==> src/rtl/alu_result_buffer.sv <==
// Captures {carry, result} from an ALU a fixed number of cycles after Start.
// Entries go into a first-word-fall-through FIFO, with a sticky flag for dropped captures.
module alu_result_buffer #(
  parameter int DEPTH         = 4,
  parameter int SETTLE_CYCLES = 3
) (
  input  logic                     clock,
  input  logic                     reset,
  input  logic                     Start,
  input  logic [3:0]               RegOut,
  input  logic                     Carryout,
  input  logic                     OutReady,
  input  logic                     ClearErr,
  output logic [4:0]               OutData,
  output logic                     OutValid,
  output logic                     Busy,
  output logic                     Full,
  output logic                     Empty,
  output logic [$clog2(DEPTH):0]   Count,
  output logic                     Overflow
);

  localparam int PtrW = $clog2(DEPTH);
  localparam int CntW = PtrW + 1;

  typedef enum logic [1:0] {IDLE, SETTLE, CAPTURE} state_t;

  state_t            state;
  logic [3:0]        settleCnt;
  logic [4:0]        mem [DEPTH];
  logic [PtrW-1:0]   rdPtr;
  logic [PtrW-1:0]   wrPtr;
  logic [CntW-1:0]   count;
  logic              pushTry;
  logic              pushEn;
  logic              popEn;
  logic              dropEn;

  assign Full     = (count == CntW'(DEPTH));
  assign Empty    = (count == '0);
  assign OutValid = !Empty;
  assign Count    = count;
  assign Busy     = (state != IDLE);
  assign OutData  = Empty ? 5'b0 : mem[rdPtr];

  // A full FIFO still takes the push when the head leaves on the same edge.
  assign pushTry = (state == CAPTURE);
  assign popEn   = OutValid && OutReady;
  assign pushEn  = pushTry && (!Full || popEn);
  assign dropEn  = pushTry && Full && !popEn;

  always_ff @(posedge clock or negedge reset) begin
    if (!reset) begin
      state     <= IDLE;
      settleCnt <= '0;
    end else begin
      case (state)
        IDLE: begin
          if (Start) begin
            state     <= SETTLE;
            settleCnt <= 4'(SETTLE_CYCLES - 1);
          end
        end
        SETTLE: begin
          if (settleCnt == 4'd0) state <= CAPTURE;
          else                   settleCnt <= settleCnt - 4'd1;
        end
        CAPTURE: state <= IDLE;
        default: state <= IDLE;
      endcase
    end
  end

  always_ff @(posedge clock or negedge reset) begin
    if (!reset) begin
      rdPtr    <= '0;
      wrPtr    <= '0;
      count    <= '0;
      Overflow <= 1'b0;
    end else begin
      if (pushEn) wrPtr <= wrPtr + PtrW'(1);
      if (popEn)  rdPtr <= rdPtr + PtrW'(1);
      case ({pushEn, popEn})
        2'b10:   count <= count + CntW'(1);
        2'b01:   count <= count - CntW'(1);
        default: count <= count;
      endcase
      if (dropEn)        Overflow <= 1'b1;
      else if (ClearErr) Overflow <= 1'b0;
    end
  end

  // Storage needs no reset: OutData is masked whenever the FIFO is empty.
  always_ff @(posedge clock) begin
    if (pushEn) mem[wrPtr] <= {Carryout, RegOut};
  end

endmodule

==> config.mk <==
export PLATFORM = sky130hd
export DESIGN_NAME = alu_result_buffer
export DESIGN_NICKNAME = d
export VERILOG_FILES = /design/src/rtl/alu_result_buffer.sv
export SDC_FILE = /design/constraint.sdc
export NUM_CORES = 1
export LEC_CHECK = 0
export ABC_AREA = 1
export CAP_MARGIN = 25
export CORE_MARGIN = 3
export CORE_UTILIZATION = 49
export DETAILED_ROUTE_END_ITERATION = 10
export PLACE_DENSITY = 0.74
export RECOVER_POWER = 100
export SETUP_SLACK_MARGIN = 0.4
export SLEW_MARGIN = 10
export SYNTH_ARGS = -nofsm -noshare
export SYNTH_HDL_FRONTEND = slang
export SYNTH_SLANG_ARGS = --single-unit
==> constraint.sdc <==
create_clock -name clock -period 2.6 [get_ports clock]
set_input_delay 0.52 -clock clock [delete_from_list [all_inputs] [get_ports clock]]
set_output_delay 0.52 -clock clock [all_outputs]
set_load 0.01 [all_outputs]
== Word level (Yosys, flattened, before mapping) ==
Memories as Yosys holds them, arrays and structs flattened.
Index checks and enable logic that the tools add are counted.

* Word-level logic and storage cells: 49
* Bits in registers: 14
* Bits in writable memories: 20
* Memories: 1

* Reduce and logical (&&, ||, !) cells: 17
* Eq/ne operators: 8
* Muxes and demuxes: 12
* Add/subtract/negate cells: 5

{| class="wikitable"
|+ Memory list
! name !! depth !! width !! read ports !! clocked after Yosys merged registers in !! write ports !! line !! text
|-
| mem || 4 || 5 || 1 || 0 || 1 || 30 || <nowiki>logic [4:0] mem [DEPTH];</nowiki>
|}

{| class="wikitable"
|+ Operator list
! cell !! count
|-
| $mux W4 || 2
|-
| $pmux W4 S2 || 1
|-
| $reduce_bool A2 Y1 || 4
|-
| $ne A2 B2 Y1 const B || 3
|-
| $pmux W3 S2 || 1
|-
| $mux W5 || 1
|-
| $add A2 B1 Y2 const B || 2
|-
| $eq A2 B1 Y1 const B || 2
|-
| $eq A2 B2 Y1 const B || 2
|-
| $logic_and A1 B1 Y1 || 4
|-
| $logic_not A4 Y1 || 1
|-
| $mux W1 || 4
|-
| $mux W2 || 2
|-
| $pmux W2 S2 || 1
|-
| $sub A4 B1 Y4 const B || 1
|-
| $add A3 B1 Y3 const B || 1
|-
| $eq A3 B3 Y1 const B || 1
|-
| $logic_not A1 Y1 || 3
|-
| $logic_not A3 Y1 || 1
|-
| $reduce_and A3 Y1 || 1
|-
| $sub A3 B1 Y3 const B || 1
|-
| $logic_not A2 Y1 || 1
|-
| $reduce_and A2 Y1 || 1
|-
| $logic_or A1 B1 Y1 || 1
|}

== Logic depth before layout (Yosys ltp) ==
* Depth after elaboration: 7
* Mapped depth: 10
* Depth with buffers taken out: 10

== Worst setup path after synthesis ==
Ideal clock, no wire load.

* Path type: register to register
* From: reg count[0] (netlist: Count[0])
* To: reg count[2] (netlist: Count[2])
* Buffers on the path: 0
* Required time: 2.469 ns
* Data arrival time: 1.866 ns
* Path slack: 0.603 ns
* Clock period less this slack: 1.997 ns
* Stages on the path, launching flop included: 10
* Path through: dfrtp_1 nor3_4 nand2_2 nand2_4 ha_1 inv_1 fa_1 a21oi_1 o21ai_0 xor2_1

* Elaborated cells between the ends (all ways): 13
* Those cells by class: 2 x add/sub; 3 x eq/ne; 1 x mux; 7 x reduce/logical

{| class="wikitable"
|+ RTL lines
! element !! line !! text
|-
| from (decl) || 33 || <nowiki>logic [CntW-1:0] count;</nowiki>
|-
| from (signal assigned) || 84 || <nowiki>2'b10: count <= count + CntW'(1);</nowiki>
|-
| from (signal assigned) || 85 || <nowiki>2'b01: count <= count - CntW'(1);</nowiki>
|-
| from (signal assigned) || 86 || <nowiki>default: count <= count;</nowiki>
|-
| $eq A3 B3 Y1 (*) || 39 || <nowiki>assign Full = (count == CntW'(DEPTH));</nowiki>
|-
| via Full || 17 || <nowiki>output logic Full,</nowiki>
|-
| $logic_not A1 Y1 (*) || 49 || <nowiki>assign pushEn = pushTry && (!Full || popEn);</nowiki>
|-
| $logic_or A1 B1 Y1 (*) || 49 ||
|-
| $logic_and A1 B1 Y1 (*) || 49 ||
|-
| $eq A2 B1 Y1 / $eq A2 B2 Y1 (equally long branches) || 83 || <nowiki>case ({pushEn, popEn})</nowiki>
|-
| $pmux W3 S2 / $reduce_bool A2 Y1 (equally long branches) || -- ||
|}

The timed path passes the listed nets; every way through them passes the cells marked *.
A chain may end at the register's enable or synchronous reset.

== Worst setup path after layout ==
* From: reg count[0] (netlist: Count[0])
* To: out OutValid

* Longest elaborated chain between the ends: 2

{| class="wikitable"
|+ RTL lines
! element !! line !! text
|-
| $logic_not A3 Y1 || 40 || <nowiki>assign Empty = (count == '0);</nowiki>
|-
| $logic_not A1 Y1 || 41 || <nowiki>assign OutValid = !Empty;</nowiki>
|-
| to (decl) || 15 || <nowiki>output logic OutValid,</nowiki>
|}

Every way passes these cells.

==> qor.csv <==
stage;metric;value;unit
outcome;status;finished, final reports clean;
worst_hold_path;min-delay-path-class;reg -> reg;
cts;cts_sinks;34;
cts;htreeDepth;2;
cells_and_area;seq_cell_area;953;µm²
sta;slew_headroom;0.567;
sta;finalHoldViolCount;0;
sta;fin_setup_tns;0;ps
cts;clock_tree.buffer_depth;2;
floorplanning;core;2900;µm²
global_route;grt.overflow.total;0;
cells_and_area;multiInputGateArea;512;µm²
global_route;first_global_vias;1182;
cts;cts_buffers;5;
route;drc;0;
placed_design;total_instance_count_after_detailed_placement;215;
sta;fin_worst_skew;2.44;ps
yosys;ys_ff_latch;34;
cells_and_area;synthToLayoutAreaGrowth;24.4;%
cts;cts_root_buf;clkbuf_4;
yosys;netlist_instances;153;
sta;final_min_period_over_clock_period;0.859;
route;routed_via_density;4.94;
placed_design;hpwl;2.18;mm
cells_and_area;antenna-diode-count;0;
global_route;antenna_found_initial;0;
power_and_ir_drop;ir_drop;0.681;mV
yosys;synth.yosys.seq_area_share;0.603;
route;dr_total_vias;1147;
sta;final.hold.worst_slack;541;ps
sta;timing.final.max_slew_violations;0;
sta;maxClockFrequency;448;MHz
run;cap_violations;0;
cells_and_area;final_net_count;207;
setup_path;timing.critical_path.from_type;flip-flop;
route;first_pass_iters;4;
global_route;grtUsageTotal;0.183;
floorplanning;floorplan.initialDensity;0.544;
setup_path;worst_path_max_delay_cell;dlygate4sd3_1;
floorplanning;floorplan.die_area;3930;µm²
yosys;yosysWarningCount;0;
cells_and_area;final_cells;232;
setup_path;crit_type;reg -> out;
yosys;synth_area_per_cell;10.3;µm²
sta;tightestPinTransition;647;ps
placed_design;routabilityCongestion;0.737;
yosys;synth.net_count;171;
yosys;post-synth-top-area-fraction;0.381;
setup_path;crit_path_end_kind;primary output;
yosys;yosys-top-cells-area;edfxtp_1 (38%), dfrtp_1 (22%), nor2_1 (7.6%), ha_1 (5.6%), o21ai_0 (5.4%);
power_and_ir_drop;power_leakage;0.853;nW
route;route.antenna.remaining_nets;0;
route;drt-total-wl;3.08;mm
floorplanning;floorplan.rows;19;
cts;clock_latency;330;ps
setup_path;worst_ep_arrival_time;1710;ps
sta;rsz0062_at_grt;false;
yosys;yosys.area.top_type;edfxtp_1;
floorplanning;pin_count;23;
setup_path;path_max_fanout;4;
sta;period_needed;2230;ps
cells_and_area;layout.filler_cells;244;
route;route.detailed.wl_per_inst;13.3;µm
sta;finalSetupViolations;0;
setup_path;critPathMaxStageDelay;650;ps
global_route;grt_start_max_net_pins;15;
cells_and_area;layout_cells_sized_above_1;0.116;
route;drt_iter0_markers;32;
setup_path;worst-endpoint-required;2080;ps
yosys;syn-cell-area;1580;µm²
cts;tritoncts;yes;
placed_design;numPortBuffers;22;
floorplanning;die_w;62.7;µm
global_route;grt_first_pass_wirelength;5.46;mm
yosys;yosysUniqueCellTypes;19;
floorplanning;die_h;62.7;µm
power_and_ir_drop;power.density_cell_area;1120;nW/µm²
setup_path;timing.critical_path.cells;inv_1, nand3_1, dlygate4sd3_1;
cts;worst_setup_hold_path_clk_slew;100;ps
-- metal layers --
layer | vias to the layer above | part of all wire | GRT usage
met5 | - | 0 | 0
met4 | 0 | 0.015 | 0.0634
met3 | 5 | 0.039 | 0.0522
met2 | 17 | 0.55 | 0.326
met1 | 557 | 0.40 | 0.208
li1 | 568 | - | -
-- worst paths after layout --
| path | startpoint | end | slack [ps] | cells after the start |
|---|---|---|---|---|
| max in group asynchronous | reset | rdPtr[1] | 1500 | 1 |
| worst min-delay path | Overflow | Overflow | 540 | 2 |
| worst min register to register | Overflow | Overflow | 540 | 2 |
| min in group asynchronous | reset | Count[2] | 650 | 1 |
| worst max-delay path | Count[0] | OutValid | 370 | 3 |
| worst max register to register | Count[1] | Count[2] | 410 | 10 |
-- where the power goes --
part | total, mW | switching [mW] | leakage (nW) | internal [mW]
logic | 1.05 | 0.597 | 0.457 | 0.457
registers | 0.776 | 0.0836 | 0.351 | 0.692
clock network | 0.366 | 0.167 | 0.0450 | 0.199
-- cell families after synthesis --
group           after synthesis  share of synthesized area
xor+xnor                      4                     0.0222
fa+ha+maj                     8                     0.0683
simple gates                 60                      0.173
compound gates               23                     0.0730
buf+inv                      24                     0.0603
flops                        34                      0.603
-- layout by cell type (no fill, tap or decap), drive strengths merged --
cell	instances
nor2	32
inv	22
edfxtp	20
nand2	18
o21ai	17
dfrtp	14
dlygate4sd3	11
nand3	8
buf	8
ha	7
a21oi	6
clkbuf	6
clkdlybuf4s50	4
dlygate4sd2	4
xor2	3
clkdlybuf4s25	3
clkinv	2
nor3	1
nand4	1
xnor2	1
fa	1
bufinv	1
-- stage by stage --
stage                     utilization  worst slack, ps  power (mW)  instance area (µm²)
final                           0.676              366        2.20                 1960
after floorplan                     -              603        1.41                 1580
after global placement          0.633              284        1.74                 1840
after global routing            0.676              214        2.42                 1960
after detailed placement        0.633              218        1.81                 1840
after CTS                       0.678              259        2.24                 1970
-- repair_timing --
| item | in CTS | in global routing |
|---|---|---|
| pin swaps | 0 | 1 |
| setup buffers | 6 | 3 |
| hold buffers | 0 | 0 |
| resized for setup | 14 | 3 |
| setup endpoints to repair | 6 | 6 |
-- cell type report --
type                    count  area share
well taps                  42      0.0268
clock buffers               5      0.0191
repair buffers             31       0.142
flip-flops and latches     34       0.486
multi-input cells          95       0.261
clock inverters             3      0.0204
inverters                  22      0.0446
-- synthesized netlist by cell type --
library cell   n
nand3_1        7
edfxtp_1      20
a21oi_1        6
nor2_1        32
inv_1         22
nand2_4        1
nand4_1        1
buf_2          1
dfrtp_1       14
nor3_4         1
ha_1           7
fa_1           1
nand2_2        4
o21ai_0       17
xnor2_1        1
nand3_2        1
buf_4          1
nand2_1       13
xor2_1         3
-- flip-flops by register name, indices dropped and copies added (netlist names) --
signal,count
mem,20
settleCnt,4
Count,3
rdPtr,2
state,2
wrPtr,2
Overflow,1
-- critical path, delay by kind of cell, from the launching register on --
| kind | cells | cell delay, ps |
|---|---|---|
| buffers and inverters | 2 | 770 |
| flip-flops | 1 | 450 |
| AND/OR/NAND/NOR | 1 | 160 |
(Power assumes the default switching activity.)
